===== config.mk =====
export PLATFORM = sky130hd
export DESIGN_NAME = sseg_scan_decoder
export DESIGN_NICKNAME = d
export VERILOG_FILES = /design/src/rtl/sseg_dec_defs.sv /design/src/rtl/sseg_pattern_decode.sv /design/src/rtl/sseg_scan_decoder.sv
export SDC_FILE = /design/constraint.sdc
export NUM_CORES = 1
export LEC_CHECK = 0
export CORE_ASPECT_RATIO = 1.75
export CORE_MARGIN = 2
export CORE_UTILIZATION = 45
export CTS_CLUSTER_DIAMETER = 80
export CTS_CLUSTER_SIZE = 25
export DETAILED_ROUTE_END_ITERATION = 8
export GPL_TIMING_DRIVEN = 0
export PLACE_DENSITY = 0.65
export SLEW_MARGIN = 5
export SYNTH_ARGS = -nofsm -noshare
export SYNTH_HDL_FRONTEND = slang
export SYNTH_HIERARCHICAL = 1
export SYNTH_SLANG_ARGS = --single-unit

===== constraint.sdc =====
create_clock -name clk -period 10.31 [get_ports clk]
set_input_delay 1.5465 -clock clk [delete_from_list [all_inputs] [get_ports clk]]
set_output_delay 1.5465 -clock clk [all_outputs]
set_load 0.02 [all_outputs]

===== src/rtl/sseg_dec_defs.sv =====
// Shared definitions for the 7-segment scan decoder: FSM state encoding and
// the active-low segment patterns (index 0 = segment a) for hex digits and blank.
package sseg_dec_defs;

   typedef enum logic [1:0] {
      ST_WAIT   = 2'd0,
      ST_SETTLE = 2'd1,
      ST_HOLD   = 2'd2
   } state_t;

   localparam logic [0:6] SEG_0     = 7'b0000001;
   localparam logic [0:6] SEG_1     = 7'b1001111;
   localparam logic [0:6] SEG_2     = 7'b0010010;
   localparam logic [0:6] SEG_3     = 7'b0000110;
   localparam logic [0:6] SEG_4     = 7'b1001100;
   localparam logic [0:6] SEG_5     = 7'b0100100;
   localparam logic [0:6] SEG_6     = 7'b0100000;
   localparam logic [0:6] SEG_7     = 7'b0001111;
   localparam logic [0:6] SEG_8     = 7'b0000000;
   localparam logic [0:6] SEG_9     = 7'b0000100;
   localparam logic [0:6] SEG_A     = 7'b0001000;
   localparam logic [0:6] SEG_B     = 7'b1100000;
   localparam logic [0:6] SEG_C     = 7'b0110001;
   localparam logic [0:6] SEG_D     = 7'b1000010;
   localparam logic [0:6] SEG_E     = 7'b0110000;
   localparam logic [0:6] SEG_F     = 7'b0111000;
   localparam logic [0:6] SEG_BLANK = 7'b1111111;

endpackage


===== src/rtl/sseg_pattern_decode.sv =====
// Combinational segment-pattern decoder: active-low 7-bit pattern to hex nibble.
// Blank yields nibble 0 with blank set; any non-hex pattern yields nibble 0 with err set.
module sseg_pattern_decode
   import sseg_dec_defs::*;
(
   input  logic [0:6] seg,
   output logic [3:0] nibble,
   output logic       blank,
   output logic       err
);

   // Pattern lookup against the shared segment table
   always_comb begin
      nibble = 4'h0;
      blank  = 1'b0;
      err    = 1'b0;
      case (seg)
         SEG_0:     nibble = 4'h0;
         SEG_1:     nibble = 4'h1;
         SEG_2:     nibble = 4'h2;
         SEG_3:     nibble = 4'h3;
         SEG_4:     nibble = 4'h4;
         SEG_5:     nibble = 4'h5;
         SEG_6:     nibble = 4'h6;
         SEG_7:     nibble = 4'h7;
         SEG_8:     nibble = 4'h8;
         SEG_9:     nibble = 4'h9;
         SEG_A:     nibble = 4'hA;
         SEG_B:     nibble = 4'hB;
         SEG_C:     nibble = 4'hC;
         SEG_D:     nibble = 4'hD;
         SEG_E:     nibble = 4'hE;
         SEG_F:     nibble = 4'hF;
         SEG_BLANK: blank  = 1'b1;
         default:   err    = 1'b1;
      endcase
   end

endmodule


===== src/rtl/sseg_scan_decoder.sv =====
// Receive side of a multiplexed 4-digit 7-segment display: rebuilds the shown
// 16-bit hex value from sevenseg/anode. A digit is captured once per anode dwell
// after SETTLE_CYCLES of stable inputs; num is published after FRAMES_STABLE
// identical error-free frames. Define SSEG_DEC_SYNC_EN to pass the inputs through
// 2-FF synchronizers (adds 2 cycles of latency); otherwise inputs are used directly.
module sseg_scan_decoder
   import sseg_dec_defs::*;
#(
   parameter int SETTLE_CYCLES  = 4,
   parameter int FRAMES_STABLE  = 2,
   parameter int TIMEOUT_CYCLES = 1048576
) (
   input  logic        clk,
   input  logic        rst,
   input  logic [0:6]  sevenseg,
   input  logic [3:0]  anode,
   output logic [15:0] num,
   output logic        num_valid,
   output logic [3:0]  digit_err,
   output logic        stale
);

   localparam int TW = $clog2(TIMEOUT_CYCLES + 1);
   localparam logic [TW-1:0] T_MAX  = TW'(TIMEOUT_CYCLES);
   localparam logic [TW-1:0] T_LAST = TW'(TIMEOUT_CYCLES - 1);

   logic [0:6]    seg_in;
   logic [3:0]    an_in;

`ifdef SSEG_DEC_SYNC_EN
   logic [0:6]    seg_p0, seg_p1;
   logic [3:0]    an_p0, an_p1;

   // Two-flop synchronizers; reset to the idle (all segments off, no digit) level
   always_ff @(posedge clk or posedge rst) begin
      if (rst) begin
         seg_p0 <= '1;
         seg_p1 <= '1;
         an_p0  <= '1;
         an_p1  <= '1;
      end else begin
         seg_p0 <= sevenseg;
         seg_p1 <= seg_p0;
         an_p0  <= anode;
         an_p1  <= an_p0;
      end
   end

   assign seg_in = seg_p1;
   assign an_in  = an_p1;
`else
   assign seg_in = sevenseg;
   assign an_in  = anode;
`endif

   state_t        state, state_nxt;
   logic [7:0]    settle_cnt;
   logic [0:6]    prev_seg;
   logic [3:0]    prev_an;
   logic          sel;
   logic [1:0]    idx;
   logic          capture;
   logic          an_changed, changed;

   logic [3:0]    dec_nib;
   logic          dec_blank, dec_err;
   logic [3:0]    cap_nib;

   logic [15:0]   frame, prev_frame;
   logic [3:0]    seen, err_r;
   logic [3:0]    stable_cnt, stable_nxt;
   logic          have_num;
   logic [TW-1:0] tcnt;
   logic          complete, publish, expire;

   sseg_pattern_decode u_dec (
      .seg    (seg_in),
      .nibble (dec_nib),
      .blank  (dec_blank),
      .err    (dec_err)
   );

   assign cap_nib = (dec_blank || dec_err) ? 4'h0 : dec_nib;

   // Digit select: exactly one anode low, anything else selects nothing
   always_comb begin
      sel = 1'b1;
      idx = 2'd0;
      case (an_in)
         4'b1110: idx = 2'd0;
         4'b1101: idx = 2'd1;
         4'b1011: idx = 2'd2;
         4'b0111: idx = 2'd3;
         default: sel = 1'b0;
      endcase
   end

   assign an_changed = (an_in != prev_an);
   assign changed    = an_changed || (seg_in != prev_seg);

   // FSM next state and capture strobe
   always_comb begin
      state_nxt = state;
      capture   = 1'b0;
      case (state)
         ST_WAIT: begin
            if (sel) state_nxt = ST_SETTLE;
         end
         ST_SETTLE: begin
            if (changed || !sel) begin
               state_nxt = ST_WAIT;
            end else if (int'(settle_cnt) + 1 >= SETTLE_CYCLES) begin
               capture   = 1'b1;
               state_nxt = ST_HOLD;
            end
         end
         ST_HOLD: begin
            if (an_changed) state_nxt = ST_WAIT;
         end
         default: state_nxt = ST_WAIT;
      endcase
   end

   // FSM state, settle counter and previous-input history for change detection
   always_ff @(posedge clk or posedge rst) begin
      if (rst) begin
         state      <= ST_WAIT;
         settle_cnt <= 8'd0;
         prev_seg   <= '1;
         prev_an    <= '1;
      end else begin
         state    <= state_nxt;
         prev_seg <= seg_in;
         prev_an  <= an_in;
         if (state == ST_SETTLE && state_nxt == ST_SETTLE)
            settle_cnt <= settle_cnt + 8'd1;
         else
            settle_cnt <= 8'd0;
      end
   end

   assign complete   = (seen == 4'hF);
   assign stable_nxt = (frame != prev_frame) ? 4'd1 :
                       (stable_cnt == 4'hF)  ? 4'hF : stable_cnt + 4'd1;
   assign publish    = complete && (err_r == 4'h0) &&
                       (int'(stable_nxt) >= FRAMES_STABLE) &&
                       ((frame != num) || !have_num);
   assign expire     = !capture && (tcnt == T_LAST);

   // Frame assembly, stability tracking, publication and staleness timeout
   always_ff @(posedge clk or posedge rst) begin
      if (rst) begin
         frame      <= 16'h0;
         prev_frame <= 16'h0;
         seen       <= 4'h0;
         err_r      <= 4'h0;
         stable_cnt <= 4'h0;
         have_num   <= 1'b0;
         tcnt       <= '0;
         num        <= 16'h0;
         num_valid  <= 1'b0;
         digit_err  <= 4'h0;
         stale      <= 1'b1;
      end else begin
         num_valid <= 1'b0;
         if (complete) begin
            seen      <= 4'h0;
            digit_err <= err_r;
            if (err_r != 4'h0) begin
               stable_cnt <= 4'h0;
            end else begin
               stable_cnt <= stable_nxt;
               prev_frame <= frame;
               if (publish) begin
                  num       <= frame;
                  num_valid <= 1'b1;
                  have_num  <= 1'b1;
               end
            end
         end
         if (capture) begin
            frame[{idx, 2'b00} +: 4] <= cap_nib;
            seen[idx]  <= 1'b1;
            err_r[idx] <= dec_err;
            tcnt       <= '0;
            stale      <= 1'b0;
         end else if (tcnt != T_MAX) begin
            tcnt <= tcnt + TW'(1);
            if (expire) begin
               stale      <= 1'b1;
               seen       <= 4'h0;
               stable_cnt <= 4'h0;
            end
         end
      end
   end

endmodule


==> impl_metrics.ini <==
[status]
outcome = finished clean

[critical_path]
path_buf_inv = 2
cp.arrival_ps = 4030
worstSetupStartpointType = input port
cp_data_required_time_ps = 10540
path_delay_family = compound AO/OA/AOI/OAI gates
crit_path_max_incr_delay_ps = 610
critical_path.cell_chain = clkdlybuf4s50_1 > buf_6 > xor2_1 > a31oi_1 > o32ai_1 > a2111oi_2 > nor2_1 > nand2_1 > nor2_1 > mux2_2
worst_path_most_repeated_cell = nor2_1
timing_worst_setup_path_type = in -> reg
path_max_fanout = 8
crit_slowest_cell = a2111oi_2
cp-end-kind = register

[global_route]
grt_antenna_before_repair = 0
grt_pass1_wl_mm = 19.36
globalRouteTotalUtil_pct = 18.38
grt_overflow = 0
grt_pass1_vias = 3962
grt_start_max_net_pins = 73

[floorplanning]
top_level_ports = 35
initial_cell_density_of_the_core_pct = 45.46
rows = 54
die_w_um = 88.48
die_height_um = 151.8
core_area_um2 = 12360
floorplan.die_area_um2 = 13430

[sta]
max_slew.worst_pin.slew_ps = 755.9
fin_crit_ps = 3810
grt_setup_unrepaired = false
setup_ws_ps = 6500
final.period_utilization_pct = 36.95
fin_setup_tns_ps = 0
finalHoldViolations = 0
finalSetupViolations = 0
timing_limited_maximum_frequency_ghz = 0.2625
clock-skew-final_ps = 9.189
max_slew_margin_pct = 49.22
maxSlewViolCount = 0

[yosys]
avgSynthCellArea_um2 = 10.66
synthTopCellsByArea = dfrtp_1 43%, xnor2_1 6.2%, mux2_2 6.2%
synth_area_in_compound_gates_pct = 6.923
synth-main-ff-cell = dfrtp_1
synth-edff-count = 0
yosys.area_share.simple_pct = 19.68
synth_cell_types = 63
synth_seq_cells = 109
ys_warn_count = 6
post_synth_xor_area_fraction_pct = 9.973
adder_cell_share_of_the_synthesized_area_pct = 2.894
proportion_of_synthesized_flip_flops_having_asynchronous_set_or_reset_pct = 100.0
post_synth_inst_count = 527
netlist.area_leader.share_pct = 43.19
main_combinational_cell_family_by_area_after_synthesis = simple AND/OR/NAND/NOR gates
syn-cell-area_um2 = 5620
portion_of_netlist_area_occupied_by_mux_cells_pct = 8.615
synth_top_area_cell = dfrtp_1
seq_area_frac_synth_pct = 48.80

[cells_and_area]
drive_gt1_share_pct = 17.32
finish.net_count = 604
syn2layout_area_growth_pct = 15.87
num-fill-cells = 1064
num_antenna_cells = 0
post-route-util_pct = 52.67

[route]
drt.antenna.violating_nets = 0
via_count = 4013
drt-pass1-iter-count = 5
detail_route.vias_per_cell = 5.344
overall_routed_net_length_mm = 11.61
detailed_route_iter0_violations = 182
detail_route.drc_violations = 0
post_drt_wl_per_cell_um = 15.46

[pwr]
power.static_leakage_nw = 2.893
power.ir.vdd_worst_mv = 0.07535
power-per-cell-area_nw_per_um2 = 130.7
power.total_w = 0.0008512

[cts]
clk_root_buffer_cell = clkbuf_16
cts.sinks = 109
clk_pin_slew_worst_paths_ps = 70
htreeDepth = 3
tritoncts_clock_tree = done
cts_max_path_buffers = 2
worst_skew_pair_later_pin_latency_ps = 350
number_of_hold_buffers_added_after_cts = 0
post_cts_resized = 0
cts_post_setup_buffers_inserted = 0
numCtsBuffers = 9

[run]
max_cap_violations = 0

[place]
portBuffers = 34
gp_routability_congestion = 0.7903
post_place_worst_slack_ps = 6134
dp_hpwl_mm = 8.588

[worst_hold_path]
worst_hold_path_type = reg -> reg
[metal layers]
layer,up-vias,track usage [%],share of wire [%]
met2,78,32.83,55
li1,1932,-,-
met5,-,0,0
met1,1980,21.60,40
met3,23,2.281,2.1
met4,0,7.504,2.7
[stage by stage]
step	hold WS [ps]	cell area (µm²)	cells
after floorplan	437.7	5639	532
after global placement	475.6	6190	734
after detailed placement	475.5	6220	735
after CTS	488.4	6513	751
after global routing	498.2	6513	751
final	495.3	6513	751
[synth_stat cells, types with 2 or more instances]
cell type / instances
a21oi_1: 13
a22oi_1: 2
a31oi_1: 3
and3_1: 2
buf_2: 4
buf_4: 4
buf_6: 3
clkbuf_1: 7
dfrtp_1: 97
dfstp_2: 12
ha_1: 13
inv_1: 13
mux2_2: 31
mux2_4: 9
nand2_1: 73
nand2b_1: 4
nand3_1: 14
nand3b_1: 3
nand4_1: 27
nand4b_1: 3
nor2_1: 50
nor3_1: 10
nor4_1: 7
nor4b_1: 4
o2111ai_1: 4
o211ai_1: 2
o21a_1: 2
o21ai_0: 5
o21ba_2: 3
o31ai_1: 3
or2_2: 2
or3b_1: 2
or4_1: 4
xnor2_1: 40
xor2_1: 24
[registers in the layout, indices dropped and copies added, names as in the netlist]
| signal | cells |
|---|---|
| prev_frame | 16 |
| digit_err | 4 |
| stable_cnt | 4 |
| settle_cnt | 8 |
| err_r | 4 |
| state | 2 |
| have_num | 1 |
| stale | 1 |
| seen | 4 |
| prev_seg | 7 |
| prev_an | 4 |
| num | 16 |
| frame | 16 |
| num_valid | 1 |
| tcnt | 21 |
[final timing paths]
kind | startpoint | to | slack (ps) | depth (start not counted)
min reg2reg | have_num | num_valid | 500 | 1
max in group asynchronous | rst | prev_frame[10] | 8010 | 3
min | have_num | num_valid | 500 | 1
min in group asynchronous | rst | settle_cnt[5] | 1580 | 2
max reg2reg | frame[0] | num[7] | 7900 | 6
max | sevenseg[2] | frame[8] | 6500 | 10
[area by class of cell]
class / instances / area (µm²) / share of cell area (%)
timing repair buffer: 35 / 367.9 / 5.648
inverter: 13 / 51.30 / 0.7877
buffer: 20 / 122.6 / 1.883
multi-input combinational: 390 / 2725 / 41.84
clock buffer: 11 / 252.7 / 3.881
clock inverter: 5 / 40.04 / 0.6148
tap: 168 / 210.2 / 3.228
sequential: 109 / 2743 / 42.11
[layout by cell type (no fill, tap or decap), types with 4 or more instances in the layout]
master	Yosys	final
mux2_2	31	31
ha_1	13	13
buf_4	4	4
inv_1	13	12
clkbuf_1	7	7
nand2b_1	4	4
nand2_1	73	73
dfstp_2	12	12
nor3_1	10	10
o21ai_0	5	5
dfrtp_1	97	97
xor2_1	24	24
or4_1	4	4
nor2_1	50	50
clkdlybuf4s50_1	0	34
clkbuf_16	0	9
nand4_1	27	27
nor4_1	7	7
o2111ai_1	4	4
a21oi_1	13	13
buf_2	4	4
nor4b_1	4	4
mux2_4	9	9
xnor2_1	40	40
conb_1	1	6
nand3_1	14	14
[power by group]
| part | leakage [nW] | internal [W] | total, W | switching (W) |
|---|---|---|---|---|
| combinational | 1.34 | 0.0000238 | 0.0000569 | 0.0000331 |
| clock | 0.147 | 0.000180 | 0.000340 | 0.000160 |
| sequential | 1.41 | 0.000441 | 0.000455 | 0.0000136 |
[worst register-to-register path, stage by stage (launching register included)]
cell,delay [ps]
dfrtp_1,470
xnor2_1,190
nand4_1,230
nor4_4,590
o2111ai_4,290
buf_6,240
mux2_4,300
[cell families after synthesis]
group                      count (synthesis)
adders and majority gates                 13
muxes                                     40
and+or+nand+nor                          218
xor gates and xnor gates                  64
buffers and inverters                     33
other                                      1
AOI/OAI and AO/OA                         49
DFF                                      109
(Power assumes the default switching activity.)
